==> config.mk <==
export PLATFORM = sky130hd
export DESIGN_NAME = mem_arbiter
export DESIGN_NICKNAME = d
export VERILOG_FILES = /design/src/rtl/mem_arbiter.sv
export SDC_FILE = /design/constraint.sdc
export NUM_CORES = 1
export LEC_CHECK = 0
export BUFFER_PORTS_ARGS = -buffer_cell sky130_fd_sc_hd__buf_2
export CAP_MARGIN = 20
export CORE_MARGIN = 4
export CORE_UTILIZATION = 40
export CTS_BUF_LIST = sky130_fd_sc_hd__clkbuf_8 sky130_fd_sc_hd__clkbuf_16
export CTS_CLUSTER_DIAMETER = 80
export CTS_CLUSTER_SIZE = 40
export DETAILED_ROUTE_END_ITERATION = 8
export PLACE_DENSITY = 0.67
export SLEW_MARGIN = 30
export SYNTH_ARGS = -nofsm -noshare
export SYNTH_HDL_FRONTEND = slang
export SYNTH_SLANG_ARGS = --single-unit
export TNS_END_PERCENT = 30
==> constraint.sdc <==
create_clock -name clk -period 3.1 [get_ports clk]
set_input_delay 0.31 -clock clk [delete_from_list [all_inputs] [get_ports clk]]
set_output_delay 0.31 -clock clk [all_outputs]
set_load 0.01 [all_outputs]
==> src/rtl/mem_arbiter.sv <==
// mem_arbiter: shares one backend memory port between instruction fetch and data access.
// Define MEM_ARB_RR_EN for round-robin arbitration; the default build uses fixed data priority.
//
// state  | meaning
// -------+--------------------------------------------------------------
// IDLE   | no transaction; grants a new request when be_done is low
// BUSY_D | backend working for the data port; timeout counter running
// BUSY_I | backend working for the fetch port; timeout counter running
// RESP   | one-cycle ack to the granted port; rdata already captured
module mem_arbiter #(
  parameter int unsigned TIMEOUT_CYCLES = 255
) (
  input  logic        clk,
  input  logic        rst,
  input  logic        if_req,
  input  logic [17:0] if_addr,
  output logic        if_ack,
  output logic [15:0] if_rdata,
  input  logic        d_rd,
  input  logic        d_wr,
  input  logic [17:0] d_addr,
  input  logic [15:0] d_wdata,
  output logic        d_ack,
  output logic [15:0] d_rdata,
  output logic        hold,
  output logic        be_need_to_work,
  output logic        be_rd,
  output logic        be_wr,
  output logic [17:0] be_addr,
  output logic [15:0] be_wdata,
  input  logic        be_done,
  input  logic [15:0] be_result,
  output logic        err
);

  typedef enum logic [1:0] {
    IDLE   = 2'd0,
    BUSY_D = 2'd1,
    BUSY_I = 2'd2,
    RESP   = 2'd3
  } state_t;

  // Last busy cycle index; the counter starts at 0 on the first BUSY cycle.
  localparam logic [15:0] CNT_LAST = 16'(TIMEOUT_CYCLES - 1);

  state_t      state_q;
  state_t      state_d;
  logic [15:0] cnt_q;
  logic        op_wr_q;
  logic        resp_d_q;
  logic        err_q;

  logic        d_req;
  logic        any_req;
  logic        grant;
  logic        pick_d;
  logic        busy;
  logic        cnt_done;
  logic        finish;

  assign d_req    = d_rd | d_wr;
  assign any_req  = d_req | if_req;
  assign grant    = (state_q == IDLE) && any_req && !be_done;
  assign busy     = (state_q == BUSY_D) || (state_q == BUSY_I);
  assign cnt_done = (cnt_q == CNT_LAST);
  assign finish   = busy && (be_done || cnt_done);

`ifdef MEM_ARB_RR_EN
  // Pointer set means the data port holds the most recent grant.
  logic last_d_q;

  assign pick_d = d_req && (!if_req || !last_d_q);

  always_ff @(posedge clk or negedge rst) begin
    if (!rst) begin
      last_d_q <= 1'b1;
    end else if (grant) begin
      last_d_q <= pick_d;
    end
  end
`else
  assign pick_d = d_req;
`endif

  always_ff @(posedge clk or negedge rst) begin
    if (!rst) begin
      state_q <= IDLE;
    end else begin
      state_q <= state_d;
    end
  end

  always_comb begin
    state_d = state_q;
    case (state_q)
      IDLE: begin
        if (grant) begin
          state_d = pick_d ? BUSY_D : BUSY_I;
        end
      end
      BUSY_D, BUSY_I: begin
        if (be_done || cnt_done) begin
          state_d = RESP;
        end
      end
      RESP: begin
        state_d = IDLE;
      end
      default: begin
        state_d = IDLE;
      end
    endcase
  end

  always_comb begin
    be_need_to_work = 1'b0;
    be_rd           = 1'b0;
    be_wr           = 1'b0;
    if_ack          = 1'b0;
    d_ack           = 1'b0;
    case (state_q)
      BUSY_D, BUSY_I: begin
        be_need_to_work = 1'b1;
        be_rd           = !op_wr_q;
        be_wr           = op_wr_q;
      end
      RESP: begin
        d_ack  = resp_d_q;
        if_ack = !resp_d_q;
      end
      default: begin
      end
    endcase
  end

  // Backend command is captured at grant and left untouched until the next grant.
  always_ff @(posedge clk or negedge rst) begin
    if (!rst) begin
      be_addr  <= '0;
      be_wdata <= '0;
      op_wr_q  <= 1'b0;
      resp_d_q <= 1'b0;
    end else if (grant) begin
      be_addr  <= pick_d ? d_addr : if_addr;
      be_wdata <= pick_d ? d_wdata : '0;
      op_wr_q  <= pick_d && d_wr;
      resp_d_q <= pick_d;
    end
  end

  always_ff @(posedge clk or negedge rst) begin
    if (!rst) begin
      cnt_q <= '0;
    end else if (grant) begin
      cnt_q <= '0;
    end else if (busy && !finish) begin
      cnt_q <= cnt_q + 16'd1;
    end
  end

  // A real completion wins over a timeout landing in the same cycle.
  always_ff @(posedge clk or negedge rst) begin
    if (!rst) begin
      if_rdata <= '0;
      d_rdata  <= '0;
      err_q    <= 1'b0;
    end else if (finish) begin
      if (state_q == BUSY_D) begin
        d_rdata <= be_done ? be_result : 16'hFFFF;
      end else begin
        if_rdata <= be_done ? be_result : 16'hFFFF;
      end
      if (!be_done) begin
        err_q <= 1'b1;
      end
    end
  end

  assign err  = err_q;
  assign hold = (d_req & ~d_ack) | (if_req & ~if_ack);

endmodule

==> out/results.txt <==
Status -> finished with violations
Failing checks -> negative hold slack
Top sig layer -> met4
# diodes -> 0
Post-DP HPWL -> 6900 um
FF-to-FF path depth -> 7
Post-CTS Resized -> 0
CTS tree -> built
Worst setup path startpoint -> cnt_q[0]
Most used DFF post-synth -> dfrtp_1
Post-route minimum period -> 2.40 ns
Syn nets -> 440
Setup TNS -> 0 ns
Final core utilization -> 53.0%
Starting density of the core -> 41.4%
WS Path Type -> reg2reg
Overflow after GRT -> 0
Setup crit end kind -> flip-flop
Crit Path Max Fanout -> 16
# port buffers -> 146
Final setup violating endpoints -> 0
Synth Register Bits -> 87
Pre-CTS setup slack -> 0.708 ns
Post-synthesis sequential area ratio -> 56.6%
Initial antenna violation count -> 0
Power density over the cells -> 917 mW/mm^2
Commonest cells in the netlist -> 87 x dfrtp_1, 57 x nand2_1, 39 x o21ai_0
Chip Width -> 106 um
Dpl cells -> 620
Num CTS Buffers -> 9
Placer Congestion -> 0.776
LEAKAGE -> 2.45 nW
Worst vdd ir -> 0.000370 V
Least-Margin Pin Slew -> 0.919 ns
Fin crit share -> 77.4%
Via Count -> 3,264
Drt drc -> 0
CP arrival -> 2.68 ns
Synthesized area -> 0.00384 mm^2
Final Cell Area -> 0.00492 mm^2
First-pass GRT wire length -> 15,500 um
Crit start category -> flip-flop
Worst slew margin -> 38.3%
Worst hold margin -> -0.0586 ns
Wire length on met3 -> 716 um
Final wirelength -> 9380 um
Drt wl/cell -> 14.7 um
Post-Route Skew -> 0.0139 ns
HP Class -> in2async
Fin worst setup slack -> 0.702 ns
Synth warn -> 0
CTS clk-pin slew, worst paths -> 0.09 ns
Reg2Reg Setup Slack -> 0.70 ns
Area contributors post-synth -> dfrtp_1 57%, o22a_1 7.3%, nand2_1 5.6%
CP Capture Point -> if_rdata[7]
Router iterations before antenna repair -> 4
RSZ-0062 raised after global routing -> false
# Post-CTS Setup Buffers -> 0
Final ANT Viol Nets -> 0
Nets -> 582
Largest net degree at the start of global routing -> 73
Via/cell ratio -> 5.13
Top-area cell type share of the netlist area -> 56.6%
Row cnt -> 35
Critical R2R Capture -> if_rdata[7]
Io pins -> 147
Max cap viols -> 0
Power, Total -> 4.51 mW
Max-slew violation count -> 0
Share of cells above drive strength 1 -> 35.5%
Syn Inst Count -> 360
Area of placed instances -> 0.00470 mm^2
Post-synth EDFFs -> 0
Post-synthesis async set-or-reset flop share -> 100%
Die area -> 0.0112 mm^2
Met2 wire length -> 4280 um
Hold Buf Count CTS -> 0
Final non-filler cell total -> 636
Count leader, synth -> dfrtp_1
Die height -> 106 um
Reg2reg start -> cnt_q[0]
Drt initial violations -> 123
Largest area contributor in the netlist -> dfrtp_1
CTS H-tree lvls -> 3
Vias in the first global route -> 3,160
Count of cell types in the netlist -> 41
Met1 wire length -> 4280 um
GRT Total Usage -> 16.8%
Required @ worst endpoint -> 3.38 ns
Synthesis-to-finish area growth -> 28.0%
Hold Fails Final Rpt -> 56
Clock sinks -> 87
Clk_lat worst skew -> 0.35 ns
Syn avg cell area -> 10.7 um^2
Highest clock rate -> 417 MHz
Worst-case clock buffer depth -> 2
Clock tree root driver cell -> clkbuf_8
Core footprint -> 0.00928 mm^2
[cells in the final DEF, fill, tap and decap left out, types with 2 or more instances in the layout]
cell,count
o21ai_0,39
ha_1,6
dfrtp_1,87
or4_1,3
nor3_1,4
clkbuf_8,11
mux2i_1,21
nand4_1,3
nand2_1,56
o21a_1,6
or2_2,5
a21oi_1,10
nor2_1,5
inv_1,10
a31oi_1,14
o22a_1,32
o31ai_1,2
o22ai_1,2
nand3b_1,2
and2_1,2
buf_2,145
clkinv_4,2
buf_4,7
nor4_1,5
nand3_1,7
[where the power goes]
group	internal [mW]	switching, mW
clock network	0.422	0.406
registers	1.60	0.253
logic	0.781	1.05
total	2.80	1.71
[sequential cells by signal, summed over array words and instances (netlist names)]
name	flops
be_addr	18
be_wdata	16
cnt_q	16
d_rdata	16
err	1
if_rdata	16
op_wr_q	1
resp_d_q	1
state_q	2
[kinds of logic after synthesis]
kind of cell	Yosys count	share of synthesized area [%]
AOI/OAI and AO/OA	113	19.9
adders and majority gates	6	1.95
buffers and inverters	32	3.38
DFF	87	56.6
muxes	22	5.76
and+or+nand+nor	100	12.4
[worst max-delay path: stages (launching register included)]
cell,delay [ns]
dfrtp_1,0.42
inv_1,0.10
ha_1,0.14
or4b_1,0.48
or4_1,0.56
a211oi_4,0.25
buf_4,0.24
o22a_1,0.16
[how the worst min path moves through the flow]
stage,from,to,cells past startpoint
after floorplan,rst,be_addr[0],0
after global placement,err,err,1
after detailed placement,err,err,1
after CTS,rst,d_rdata[2],1
after global routing,rst,if_rdata[2],1
final,rst,d_rdata[2],1
[layer usage]
| metal | vias up | GRT usage [%] |
|---|---|---|
| met5 | - | 0 |
| met2 | 139 | 27.2 |
| met4 | 0 | 4.35 |
| met1 | 1524 | 22.4 |
| met3 | 8 | 4.37 |
| li1 | 1593 | - |
[layout make-up]
type	instances	area [um^2]
clock buffer	11	151
tap	129	161
sequential	87	2180
timing repair buffer	153	790
clock inverter	5	63.8
fill	869	4360
inverter	10	37.5
multi-input combinational	241	1540
Power figures use the tool's default switching activity.
